[src/rtl/sdram_arb_pkg.sv]
// Shared types for the SDRAM port arbiter: FSM states, port indices, starve counter width.
// Imported by the interface-level top and the pick sub-module.
package sdram_arb_pkg;

  localparam int NUM_PORTS = 3;
  localparam int STARVE_W  = 4;

  localparam logic [1:0] P_VIDEO = 2'd0;
  localparam logic [1:0] P_CPU   = 2'd1;
  localparam logic [1:0] P_DMA   = 2'd2;

  typedef enum logic [1:0] {
    ST_IDLE    = 2'd0,
    ST_ISSUE   = 2'd1,
    ST_WAIT_RD = 2'd2,
    ST_DONE    = 2'd3
  } state_t;

  function automatic logic [NUM_PORTS-1:0] port_onehot(input logic [1:0] p);
    return NUM_PORTS'(1) << p;
  endfunction

endpackage

[src/rtl/sdram_arb_if.sv]
// Bundles the three master request ports and the SDRAM controller command port.
// Port N of each packed array belongs to master N (0 video, 1 CPU, 2 DMA).
interface sdram_arb_if #(
  parameter int ADDR_W = 24,
  parameter int DATA_W = 32
);
  logic [2:0]                   req;
  logic [2:0][ADDR_W-1:0]       addr;
  logic [2:0]                   wr;
  logic [2:0][DATA_W-1:0]       wdata;
  logic [2:0][DATA_W/8-1:0]     bytesel;
  logic [2:0]                   ack;
  logic [DATA_W-1:0]            rdata;

  logic                         ctl_req;
  logic [ADDR_W-1:0]            ctl_addr;
  logic                         ctl_wr;
  logic [DATA_W-1:0]            ctl_wdata;
  logic [DATA_W/8-1:0]          ctl_bytesel;
  logic                         ctl_ack;
  logic                         ctl_rdvalid;
  logic [DATA_W-1:0]            ctl_rdata;

  modport slave (
    input  req, addr, wr, wdata, bytesel, ctl_ack, ctl_rdvalid, ctl_rdata,
    output ack, rdata, ctl_req, ctl_addr, ctl_wr, ctl_wdata, ctl_bytesel
  );

  modport master (
    output req, addr, wr, wdata, bytesel, ctl_ack, ctl_rdvalid, ctl_rdata,
    input  ack, rdata, ctl_req, ctl_addr, ctl_wr, ctl_wdata, ctl_bytesel
  );
endinterface

[src/rtl/sdram_arb_pick.sv]
// Winner select: video first unless it has starved CPU/DMA for STARVE_LIMIT grants; CPU/DMA round-robin.
// Combinational pick; rr pointer and starve count advance only on the update strobe.
module sdram_arb_pick
  import sdram_arb_pkg::*;
#(
  parameter int STARVE_LIMIT = 4
) (
  input  logic       clk,
  input  logic       reset_in,
  input  logic [2:0] req,
  input  logic       update,
  output logic [1:0] winner,
  output logic       any_req
);

  localparam logic [STARVE_W-1:0] LIMIT = STARVE_W'(STARVE_LIMIT);

  logic [STARVE_W-1:0] starve_q;
  logic                rr_dma_q;   // 1: DMA has round-robin precedence
  logic                others;

  always_comb begin
    others  = req[P_CPU] | req[P_DMA];
    any_req = |req;
    winner  = P_VIDEO;
    if (req[P_VIDEO] && ((starve_q < LIMIT) || !others)) begin
      winner = P_VIDEO;
    end else if (rr_dma_q) begin
      winner = req[P_DMA] ? P_DMA : P_CPU;
    end else begin
      winner = req[P_CPU] ? P_CPU : P_DMA;
    end
  end

  always_ff @(posedge clk or negedge reset_in) begin
    if (!reset_in) begin
      starve_q <= '0;
      rr_dma_q <= 1'b0;
    end else begin
      if (!others) begin
        starve_q <= '0;
      end else if (update) begin
        if (winner == P_VIDEO) begin
          if (starve_q < LIMIT) starve_q <= starve_q + STARVE_W'(1);
        end else begin
          starve_q <= '0;
        end
      end
      if (update && (winner != P_VIDEO)) rr_dma_q <= (winner == P_CPU);
    end
  end

endmodule

[src/rtl/sdram_port_arbiter.sv]
// Shares one SDRAM controller port among video/CPU/DMA masters, one transaction outstanding.
// Write ack 1 cycle after ctl_ack, read ack 1 cycle after ctl_rdvalid; masters wait on level req until ack.
module sdram_port_arbiter
  import sdram_arb_pkg::*;
#(
  parameter int ADDR_W       = 24,
  parameter int DATA_W       = 32,
  parameter int STARVE_LIMIT = 4
) (
  input  logic       clk,
  input  logic       reset_in,
  sdram_arb_if.slave bus,
  output logic [1:0] grant,
  output logic       busy
);

  state_t state_q, state_d;

  logic [1:0] winner;
  logic       any_req;
  logic       pick_en;
  logic       issue_done;
  logic       rd_done;
  logic       ack_fire;

  logic                  ctl_req_q;
  logic [ADDR_W-1:0]     ctl_addr_q;
  logic                  ctl_wr_q;
  logic [DATA_W-1:0]     ctl_wdata_q;
  logic [DATA_W/8-1:0]   ctl_bytesel_q;
  logic [NUM_PORTS-1:0]  ack_q;
  logic [DATA_W-1:0]     rdata_q;
  logic [1:0]            grant_q;

  sdram_arb_pick #(.STARVE_LIMIT(STARVE_LIMIT)) u_pick (
    .clk     (clk),
    .reset_in(reset_in),
    .req     (bus.req),
    .update  (pick_en),
    .winner  (winner),
    .any_req (any_req)
  );

  always_ff @(posedge clk or negedge reset_in) begin
    if (!reset_in) state_q <= ST_IDLE;
    else           state_q <= state_d;
  end

  always_comb begin
    state_d    = state_q;
    pick_en    = 1'b0;
    issue_done = 1'b0;
    rd_done    = 1'b0;
    ack_fire   = 1'b0;
    unique case (state_q)
      ST_IDLE: begin
        if (any_req) begin
          pick_en = 1'b1;
          state_d = ST_ISSUE;
        end
      end
      ST_ISSUE: begin
        if (bus.ctl_ack) begin
          issue_done = 1'b1;
          if (ctl_wr_q) begin
            ack_fire = 1'b1;
            state_d  = ST_DONE;
          end else begin
            state_d  = ST_WAIT_RD;
          end
        end
      end
      ST_WAIT_RD: begin
        if (bus.ctl_rdvalid) begin
          rd_done  = 1'b1;
          ack_fire = 1'b1;
          state_d  = ST_DONE;
        end
      end
      // Dead cycle so registered masters can drop req before the next pick.
      ST_DONE: state_d = ST_IDLE;
      default: state_d = ST_IDLE;
    endcase
  end

  // grant_q doubles as the latched winner that receives the ack.
  always_ff @(posedge clk or negedge reset_in) begin
    if (!reset_in) begin
      ctl_req_q     <= 1'b0;
      ctl_addr_q    <= '0;
      ctl_wr_q      <= 1'b0;
      ctl_wdata_q   <= '0;
      ctl_bytesel_q <= '0;
      ack_q         <= '0;
      rdata_q       <= '0;
      grant_q       <= '0;
    end else begin
      ack_q <= '0;
      if (pick_en) begin
        ctl_req_q     <= 1'b1;
        ctl_addr_q    <= bus.addr[winner];
        ctl_wr_q      <= bus.wr[winner];
        ctl_wdata_q   <= bus.wdata[winner];
        ctl_bytesel_q <= bus.bytesel[winner];
        grant_q       <= winner;
      end
      if (issue_done) ctl_req_q <= 1'b0;
      if (ack_fire)   ack_q     <= port_onehot(grant_q);
      if (rd_done)    rdata_q   <= bus.ctl_rdata;
    end
  end

  assign bus.ctl_req     = ctl_req_q;
  assign bus.ctl_addr    = ctl_addr_q;
  assign bus.ctl_wr      = ctl_wr_q;
  assign bus.ctl_wdata   = ctl_wdata_q;
  assign bus.ctl_bytesel = ctl_bytesel_q;
  assign bus.ack         = ack_q;
  assign bus.rdata       = rdata_q;
  assign grant           = grant_q;
  assign busy            = (state_q != ST_IDLE);

endmodule

[src/flat_wrapper.sv]
// flat-port wrapper written by rule: the top's interface ports become plain ports
module sdram_port_arbiter_flat import sdram_arb_pkg::*;
#(
  parameter int ADDR_W       = 24,
  parameter int DATA_W       = 32,
  parameter int STARVE_LIMIT = 4
)
  (clk, reset_in, grant, busy, bus_req, bus_addr, bus_wr, bus_wdata, bus_bytesel, bus_ctl_ack, bus_ctl_rdvalid, bus_ctl_rdata, bus_ack, bus_rdata, bus_ctl_req, bus_ctl_addr, bus_ctl_wr, bus_ctl_wdata, bus_ctl_bytesel);
  sdram_arb_if #(.ADDR_W(ADDR_W), .DATA_W(DATA_W)) bus_i ();
  input  logic clk;
  input  logic reset_in;
  output logic [1:0] grant;
  output logic busy;
  input wire logic [$bits(bus_i.req)-1:0] bus_req;
  input wire logic [$bits(bus_i.addr)-1:0] bus_addr;
  input wire logic [$bits(bus_i.wr)-1:0] bus_wr;
  input wire logic [$bits(bus_i.wdata)-1:0] bus_wdata;
  input wire logic [$bits(bus_i.bytesel)-1:0] bus_bytesel;
  input wire logic [$bits(bus_i.ctl_ack)-1:0] bus_ctl_ack;
  input wire logic [$bits(bus_i.ctl_rdvalid)-1:0] bus_ctl_rdvalid;
  input wire logic [$bits(bus_i.ctl_rdata)-1:0] bus_ctl_rdata;
  output wire logic [$bits(bus_i.ack)-1:0] bus_ack;
  output wire logic [$bits(bus_i.rdata)-1:0] bus_rdata;
  output wire logic [$bits(bus_i.ctl_req)-1:0] bus_ctl_req;
  output wire logic [$bits(bus_i.ctl_addr)-1:0] bus_ctl_addr;
  output wire logic [$bits(bus_i.ctl_wr)-1:0] bus_ctl_wr;
  output wire logic [$bits(bus_i.ctl_wdata)-1:0] bus_ctl_wdata;
  output wire logic [$bits(bus_i.ctl_bytesel)-1:0] bus_ctl_bytesel;
  assign bus_i.req = bus_req;
  assign bus_i.addr = bus_addr;
  assign bus_i.wr = bus_wr;
  assign bus_i.wdata = bus_wdata;
  assign bus_i.bytesel = bus_bytesel;
  assign bus_i.ctl_ack = bus_ctl_ack;
  assign bus_i.ctl_rdvalid = bus_ctl_rdvalid;
  assign bus_i.ctl_rdata = bus_ctl_rdata;
  assign bus_ack = bus_i.ack;
  assign bus_rdata = bus_i.rdata;
  assign bus_ctl_req = bus_i.ctl_req;
  assign bus_ctl_addr = bus_i.ctl_addr;
  assign bus_ctl_wr = bus_i.ctl_wr;
  assign bus_ctl_wdata = bus_i.ctl_wdata;
  assign bus_ctl_bytesel = bus_i.ctl_bytesel;
  sdram_port_arbiter #(.ADDR_W(ADDR_W), .DATA_W(DATA_W), .STARVE_LIMIT(STARVE_LIMIT)) u_core (.clk(clk), .reset_in(reset_in), .bus(bus_i), .grant(grant), .busy(busy));
endmodule
[config.mk]
export PLATFORM = sky130hd
export DESIGN_NAME = sdram_port_arbiter_flat
export DESIGN_NICKNAME = d
export VERILOG_FILES = /design/src/rtl/sdram_arb_pkg.sv /design/src/rtl/sdram_arb_if.sv /design/src/rtl/sdram_arb_pick.sv /design/src/rtl/sdram_port_arbiter.sv /design/src/flat_wrapper.sv
export SDC_FILE = /design/constraint.sdc
export NUM_CORES = 1
export LEC_CHECK = 0
export CAP_MARGIN = 20
export CORE_AREA = 3 3 139 141
export DETAILED_ROUTE_END_ITERATION = 12
export DIE_AREA = 0 0 142 144
export PLACE_DENSITY = 0.68
export REMOVE_ABC_BUFFERS = 1
export SLEW_MARGIN = 20
export SYNTH_ARGS = -nofsm -noshare
export SYNTH_HDL_FRONTEND = slang
export SYNTH_SLANG_ARGS = --single-unit
[constraint.sdc]
create_clock -name clk -period 1.7 [get_ports clk]
set_input_delay 0.34 -clock clk [delete_from_list [all_inputs] [get_ports clk]]
set_output_delay 0.34 -clock clk [all_outputs]
set_load 0.01 [all_outputs]
Yosys cells after proc, flatten, opt, wreduce, memory -nomap -nowiden
Cells that the tools add are included.
W data, S select, Z words.
{"block": "word_totals", "out_inout_bits": 100, "in_bits": 222, "n_memories": 0, "word_cells": 70, "ramBits": 0, "register_bits": 106, "latch_bits": 0, "mem_bits_ro": 0}
{"block": "op_classes", "mux": 33, "mul": 0, "order_cmp": 2, "n_shift": 1, "eq_ne": 9, "n_div": 0, "addsub": 1, "bitwise_logic": 1, "n_reduce_logical": 12}
{"cell": "$bmux W32 S2", "count": 1}
{"cell": "$bmux W24 S2", "count": 1}
{"cell": "$mux W32", "count": 1}
{"cell": "$mux W24", "count": 1}
{"cell": "$mux W4", "count": 5}
{"cell": "$mux W2", "count": 7}
{"cell": "$mux W1", "count": 12}
{"cell": "$bmux W4 S2", "count": 1}
{"cell": "$pmux W2 S4", "count": 1}
{"cell": "$ne A2 B2 Y1 const B", "count": 3}
{"cell": "$reduce_bool A2 Y1", "count": 3}
{"cell": "$add A4 B1 Y4 const B", "count": 1}
{"cell": "$eq A2 B1 Y1 const B", "count": 2}
{"cell": "$eq A2 B2 Y1 const B", "count": 2}
{"cell": "$logic_not A2 Y1", "count": 2}
{"cell": "$lt A4 B3 Y1 const B", "count": 1}
{"cell": "$lt A2 B3 Y1 const B", "count": 1}
{"cell": "$mux W3", "count": 1}
{"cell": "$ne A3 B2 Y1 const B", "count": 1}
{"cell": "$reduce_and A3 Y1", "count": 1}
{"cell": "$reduce_or A3 Y1", "count": 1}
{"cell": "$shl A1 B2 Y3 const A", "count": 1}
{"cell": "$bmux W1 S2", "count": 1}
{"cell": "$logic_and A1 B1 Y1", "count": 2}
{"cell": "6 further kinds", "count": 6}

Longest topological paths before layout
Gate-level depths: netlist of run 1.
{"block": "logic_depth", "depth_word": 9, "ltp_mapped": 8, "depth_no_buf": 6}

Modules after synthesis
Synthesis of run 1 repeated with hierarchy kept, for this count alone.
{"block": "hier_totals", "hier_cells": 534, "hier_area_um2": 5477.8}
{"module": "sdram_port_arbiter", "area_each_um2": 5196.2, "n_inst": 1, "cells_each": 503}
{"module": "sdram_arb_pick", "area_each_um2": 281.5, "n_inst": 1, "cells_each": 31}

Worst setup path before layout of run 1
OpenSTA, ideal clock, no wires.
{"block": "synth_timing", "path_type": "register to register", "from": "reg u_core.state_q[0]", "to": "reg u_core.ctl_addr_q[10] (netlist: u_core.bus.ctl_addr[10])", "arrival_time_ps": 1629, "path_stages_with_launch": 9, "path_slack_ps": -15, "t_required_ps": 1613, "path_cell_list": "dfrtp_1 > inv_1 > ha_1 > clkbuf_2 > inv_1 > nor2_2 > clkbuf_1 > nor2_1 > a211oi_2"}
{"block": "synth_between", "elab_chain_len": 2}
{"item": "start, declared", "line_no": "sdram_port_arbiter.sv:17", "source": "state_t state_q, state_d;"}
{"item": "start signal, assigned", "line_no": "sdram_port_arbiter.sv:46", "source": "else state_q <= state_d;"}
{"item": "$logic_not A2 Y1", "line_no": "sdram_port_arbiter.sv:55", "source": "unique case (state_q)"}
{"item": "$mux W1", "line_no": "sdram_port_arbiter.sv:55"}
{"item": "end signal, assigned", "line_no": "sdram_port_arbiter.sv:101", "source": "ctl_addr_q <= bus.addr[winner];"}
{"item": "end, declared", "line_no": "sdram_port_arbiter.sv:27", "source": "logic [ADDR_W-1:0] ctl_addr_q;"}
Every way passes these cells.
A chain may end at the register's enable or synchronous reset.

Worst setup path after layout of run 1
{"block": "layout_timing", "from": "reg u_core.state_q[0]", "to": "reg u_core.state_q[0]"}
{"block": "layout_between", "elab_chain_len": 3, "elab_cells_between_ends": 9}
{"item": "$eq A2 B2 Y1 (tied with other cells)", "line_no": "sdram_port_arbiter.sv:55"}
{"item": "$ne A2 B2 Y1 (no line) / $ne A2 B1 Y1 (equally long branches)"}
{"item": "$reduce_and A3 Y1 (no line)"}
Several ways; a longest one is shown, not always the timed one.

==> results of run 1 <==
cell type report:
class,count,area (sq um),share of cell area
clock buffer,10,229,0.0238
clock inverter,6,66.3,0.00688
inverter,5,18.8,0.00195
multi-input combinational,322,2570,0.266
sequential,106,2650,0.275
tap,229,287,0.0297
timing repair buffer,367,3820,0.396
state kept, by name (all words and copies together), names as in the netlist:
| register | cells |
|---|---|
| u_core.state_q | 2 |
| u_core.u_pick.starve_q | 4 |
| u_core.bus.ctl_bytesel | 4 |
| u_core.grant | 2 |
| u_core.bus.ctl_wdata | 32 |
| u_core.bus.rdata | 32 |
| u_core.bus.ctl_addr | 24 |
| u_core.bus.ack | 3 |
| u_core.u_pick.rr_dma_q | 1 |
| u_core.bus.ctl_wr | 1 |
| u_core.bus.ctl_req | 1 |
through the flow:
step           total power, mW  setup TNS (ps)
2_1_floorplan             7.93         -220390
3_3_place_gp              12.1          -18470
3_5_place_dp              12.3          -20460
4_1_cts                   14.6               0
5_1_grt                   15.9           -49.1
6_report                  15.0               0
kinds of logic (layout without fill, tap and decap cells):
group	count (synthesis)	after routing	synth area share
muxes	93	93	0.180
buffers and inverters	41	388	0.0427
adders and majority gates	5	5	0.0116
and+or+nand+nor	148	148	0.126
DFF	106	106	0.492
AOI/OAI and AO/OA	76	76	0.147
what timing repair did:
| action | CTS | global route |
|---|---|---|
| hold endpoints to repair | 17 | 0 |
| gates cloned | 0 | 6 |
| gates resized for setup | 7 | 16 |
| pin swaps | 1 | 5 |
| setup endpoints to repair | 30 | 84 |
| buffers inserted | 2 | 8 |
| hold buffers | 1 | 0 |
synthesized netlist by cell type (6+ instances only):
library cell,count,area (sq um)
a211oi_1,13,97.6
buf_4,12,90.1
a211oi_2,48,601
nor3_1,62,310
buf_2,12,60.1
clkbuf_1,6,22.5
mux2i_1,61,611
nor2_1,63,236
nand2_1,10,37.5
a21oi_1,6,30.0
mux2_2,32,360
dfrtp_1,106,2650
where the power goes:
part           internal, mW  switching [mW]  total, mW
Combinational          4.71            3.78       8.49
Clock                  1.15           0.965       2.11
Sequential             3.71           0.669       4.37
how the worst max path moves through the flow:
stage                                            start                              endpoint  cells after the start
CTS                        u_core.grant[1]$_DFFE_PN0P_                              grant[1]                      1
detailed placement                          bus_req[1]   u_core.bus.ctl_wdata[4]$_DFFE_PN0P_                      6
global placement                            bus_req[1]  u_core.bus.ctl_wdata[11]$_DFFE_PN0P_                      6
finish                   u_core.state_q[0]$_DFFE_PN0P_         u_core.state_q[0]$_DFFE_PN0P_                      7
global route             u_core.state_q[1]$_DFFE_PN0P_         u_core.state_q[0]$_DFFE_PN0P_                      7
floorplan           u_core.u_pick.rr_dma_q$_DFFE_PN0P_    u_core.bus.ctl_addr[0]$_DFFE_PN0P_                      3
layer usage:
| metal | GRT usage | wire (um) | up-vias |
|---|---|---|---|
| li1 | - | - | 2389 |
| met1 | 0.207 | 7980 | 2487 |
| met5 | 0 | 0 | - |
| met2 | 0.306 | 10300 | 187 |
| met3 | 0.0443 | 1130 | 30 |
| met4 | 0.0692 | 445 | 0 |
==> impl_metrics.yaml, run 1 <==
place:
  dp_hpwl_um: 14600
  pre_cts_ws_ps: -349
  dpl_cell_area_sq_um: 9070
  place_congestion: 0.788
  portBuffers: 321
  place_inst: 1012
final_layout:
  final_cell_count_no_fill: 1045
  final_cell_mix: "clkdlybuf4s50_1, dfrtp_1, nor3_1, nor2_1, mux2i_1"
  syn_to_final_growth_pct: 78.9
  n_antenna_cell: 0
  drive_gt1_frac: 0.196
  final_common_cell: "clkdlybuf4s50_1"
  n_fill_cell: 1547
  final_cell_area_sq_um: 9640
  finish.utilization: 0.533
  num-nets-final: 1038
sta:
  final.setup_skew_ps: 8.71
  slew_headroom: 0.723
  hold_ws_ps: 417
  drv_slew: 0
  worstMarginPinSlew_ps: 414
  setup_viol: 0
  timing.final.ws_setup_ps: 68.8
  layout_min_cycle_time_ps: 1630
  rsz0062_at_grt: "yes"
  max_freq_ghz: 0.613
  fin_crit_sh: 0.960
  hold_violations: 0
floorplan:
  die_w_um: 142
  core.rowCount: 49
  die_h_um: 144
  boundaryPins: 322
  coreArea_sq_um: 18100
  dieArea_sq_um: 20400
  initial_utilization: 0.298
grt:
  antenna_found_initial: 0
  grt_usage: 0.175
  grt_max_degree: 38
  grt_pass1_wl_um: 28400
  grt_overflow: 0
  grt_pass1_vias: 5350
synth:
  yosysWarnings: 0
  synth-edff-count: 0
  synth_seq_area_share: 0.492
  ys_ff_latch: 106
  synth_flop_cell: "dfrtp_1"
  syn_area_sq_um: 5390
  syn_avg_cell_area_sq_um: 11.5
  ys_types: 35
  syn_inst: 469
  async_reset_ff_frac: 1.00
setup_path:
  path_buf_inv: 3
  cp.arrival_ps: 1880
  worstSetupEndpointType: "flop"
  rrSetupSlack_ps: 70
  worst_path_largest_cell_delay_ps: 380
  slowest_stage: "dfrtp_1"
  r2r_end: "u_core.state_q[0]$_DFFE_PN0P_"
  worst-setup-path-type: "flop to flop"
  worstPathCellList: "inv_2 > buf_4 > ha_2 > a222oi_1 > buf_4 > and3_1 > a21oi_1"
  cp_top_family: "buffers and inverters"
  worstPathMaxFanout: 4
  cp.required_ps: 1940
  r2r_cells: 7
  crit_path_start_kind: "flop"
  r2r_start: "u_core.state_q[0]$_DFFE_PN0P_"
  path_common_cell: "buf_4"
routing:
  drt-vias-per-instance: 4.87
  vias: 5093
  post-route-drc-count: 0
  ant_nets: 0
  drtPass1Iterations: 4
  wl_per_cell_um: 19.0
  drtIter0Drc: 250
  wl_um: 19900
clock_network:
  cts_max_level: 3
  cts-buffers-inserted: 9
  clock_latency_ps: 360
  numClockSinks: 106
  clkTransAtPathRegs_ps: 70
  cts-root-buf: "clkbuf_16"
  cts_tree: "yes"
  cts_buffer_depth: 2
power:
  p_leak_nw: 3.86
  vdd_ir_drop_max_mv: 0.625
  power.density_nw_per_um2: 1550
run:
  cap_violations: 0
status:
  status: "finished clean"
hold_path:
  hp-class: "input pin to asynchronous set/reset pin"
No activity file was read; power rests on OpenSTA's default activity.
==> inputs of run 2 (changes only) <==
--- a/config.mk
+++ b/config.mk
@@ -6,9 +6,9 @@
 export NUM_CORES = 1
 export LEC_CHECK = 0
 export CAP_MARGIN = 20
-export CORE_AREA = 3 3 139 141
+export CORE_AREA = 4 4 140 142
 export DETAILED_ROUTE_END_ITERATION = 12
-export DIE_AREA = 0 0 142 144
+export DIE_AREA = 0 0 144 146
 export PLACE_DENSITY = 0.68
 export REMOVE_ABC_BUFFERS = 1
 export SLEW_MARGIN = 20
==> run 2 against run 1 <==
  * Clock power shrank 3%
  * Via count shrank 0.90%
  * Flip-flop and latch count is the same
  * Clock skew is essentially flat
  * Hold slack lost 47 ps
  * Critical path depth shrank 6
  * Combinational power shrank 2%
==> impl_metrics.yaml, run 2 (same netlist as run 1, synthesis figures left out) <==
status:
  status: "finished clean"
final_layout:
  final_cell_count_no_fill: 1045
  syn_to_final_growth_pct: 76.9
  drive_gt1_frac: 0.180
  num-nets-final: 1033
  finish.utilization: 0.517
  final_cell_mix: "clkdlybuf4s50_1, dfrtp_1, nor2_1"
  n_antenna_cell: 0
  final_common_cell: "clkdlybuf4s50_1"
  final_cell_area_sq_um: 9530
  n_fill_cell: 1647
sta:
  final.setup_skew_ps: 8.70
  max_freq_ghz: 0.598
  rsz0062_at_grt: "yes"
  drv_slew: 0
  hold_violations: 0
  hold_ws_ps: 370
  layout_min_cycle_time_ps: 1670
  worstMarginPinSlew_ps: 383
  fin_crit_sh: 0.983
  tns_ps: 0
  slew_headroom: 0.745
  setup_viol: 0
  timing.final.ws_setup_ps: 28.9
grt:
  grt_overflow: 0
  antenna_found_initial: 0
  grt_max_degree: 59
  grt_usage: 0.179
  grt_pass1_vias: 5119
  grt_pass1_wl_um: 29400
floorplan:
  coreArea_sq_um: 18500
  boundaryPins: 322
  dieArea_sq_um: 21000
  initial_utilization: 0.292
  die_w_um: 144
  core.rowCount: 50
  die_h_um: 146
run:
  cap_violations: 0
setup_path:
  worst-setup-path-type: "flop to output pin"
  cp.arrival_ps: 1330
  slowest_stage: "clkdlybuf4s50_1"
  worstPathMaxFanout: 2
  worstPathCellList: "clkdlybuf4s50_1"
  worstSetupEndpointType: "output pin"
  cp.required_ps: 1360
  crit_path_start_kind: "flop"
  worst_path_largest_cell_delay_ps: 590
  path_buf_inv: 1
  r2r_cells: 9
  cp_top_family: "buffers and inverters"
  path_depth: 1
clock_network:
  clock_latency_ps: 350
  cts-root-buf: "clkbuf_16"
  clkTransAtPathRegs_ps: 80
  cts_buffer_depth: 2
  cts_max_level: 3
  cts-buffers-inserted: 9
  numClockSinks: 106
  cts_tree: "yes"
hold_path:
  hp-class: "input pin to asynchronous set/reset pin"
place:
  place_inst: 1019
  pre_cts_ws_ps: -362
  dpl_cell_area_sq_um: 9070
  dp_hpwl_um: 14800
  place_congestion: 0.793
  portBuffers: 321
routing:
  wl_per_cell_um: 19.4
  drt-vias-per-instance: 4.83
  wl_um: 20200
  vias: 5047
  ant_nets: 0
  drtIter0Drc: 215
  drtPass1Iterations: 4
  post-route-drc-count: 0
power:
  p_leak_nw: 3.80
  power.density_nw_per_um2: 1540
  power.total_mw: 14.7
  vdd_ir_drop_max_mv: 0.552
[run 2: cell types whose count changed in the layout (fill, tap and decap cells not counted), moves of 2 or more]
cell	before	now
buf_4	25	22
a211oi_2	50	48
clkbuf_8	0	2
clkinv_2	2	0
buf_12	13	11
dlygate4sd2_1	1	3
mux2i_1	57	61
clkinvlp_4	0	2
mux2i_2	4	0
a211oi_1	11	13
dlymetal6s2s_1	3	1
[run 2: repair_timing]
item                                   4_1_cts  5_1_grt
buffers inserted                             2        2
endpoints found under the hold margin        9        0
setup endpoints to repair                   17       70
gates resized for setup                      8       10
pin swaps                                    0        2
hold buffers                                 1        0
gates cloned                                 0        5
[run 2: path summary, 6_finish.rpt]
path | from | endpoint | slack (ps)
min in group clk | u_core.bus.rdata[31]$_DFFE_PN0N_ | u_core.bus.rdata[31]$_DFFE_PN0N_ | 510
max in group asynchronous | reset_in | u_core.bus.ctl_wdata[25]$_DFFE_PN0P_ | 750
worst min register to register | u_core.bus.rdata[31]$_DFFE_PN0N_ | u_core.bus.rdata[31]$_DFFE_PN0N_ | 510
worst min-delay path | reset_in | u_core.bus.ctl_wdata[23]$_DFFE_PN0P_ | 370
worst max-delay path | u_core.bus.ctl_wdata[16]$_DFFE_PN0P_ | bus_ctl_wdata[16] | 30
worst max register to register | u_core.state_q[0]$_DFFE_PN0P_ | u_core.bus.ctl_addr[10]$_DFFE_PN0P_ | 70
[run 2: where the power goes]
part / total, mW / switching, mW / internal (mW)
clock network: 2.05 / 0.971 / 1.08
registers: 4.36 / 0.654 / 3.70
logic: 8.31 / 3.73 / 4.58
[run 2: cell type report]
type,count,area [sq um],area share
clock buffer,13,260,0.0273
sequential,106,2650,0.278
timing repair buffer,362,3740,0.392
multi-input combinational,322,2540,0.267
clock inverter,3,23.8,0.00249
tap,234,293,0.0307
inverter,5,18.8,0.00197
[run 2: layer usage]
metal | global-route usage | part of all wire | up-vias
met3 | 0.0332 | 0.059 | 28
met1 | 0.228 | 0.42 | 2463
met2 | 0.302 | 0.50 | 168
met5 | 0 | 0 | -
met4 | 0.0621 | 0.022 | 0
li1 | - | - | 2388
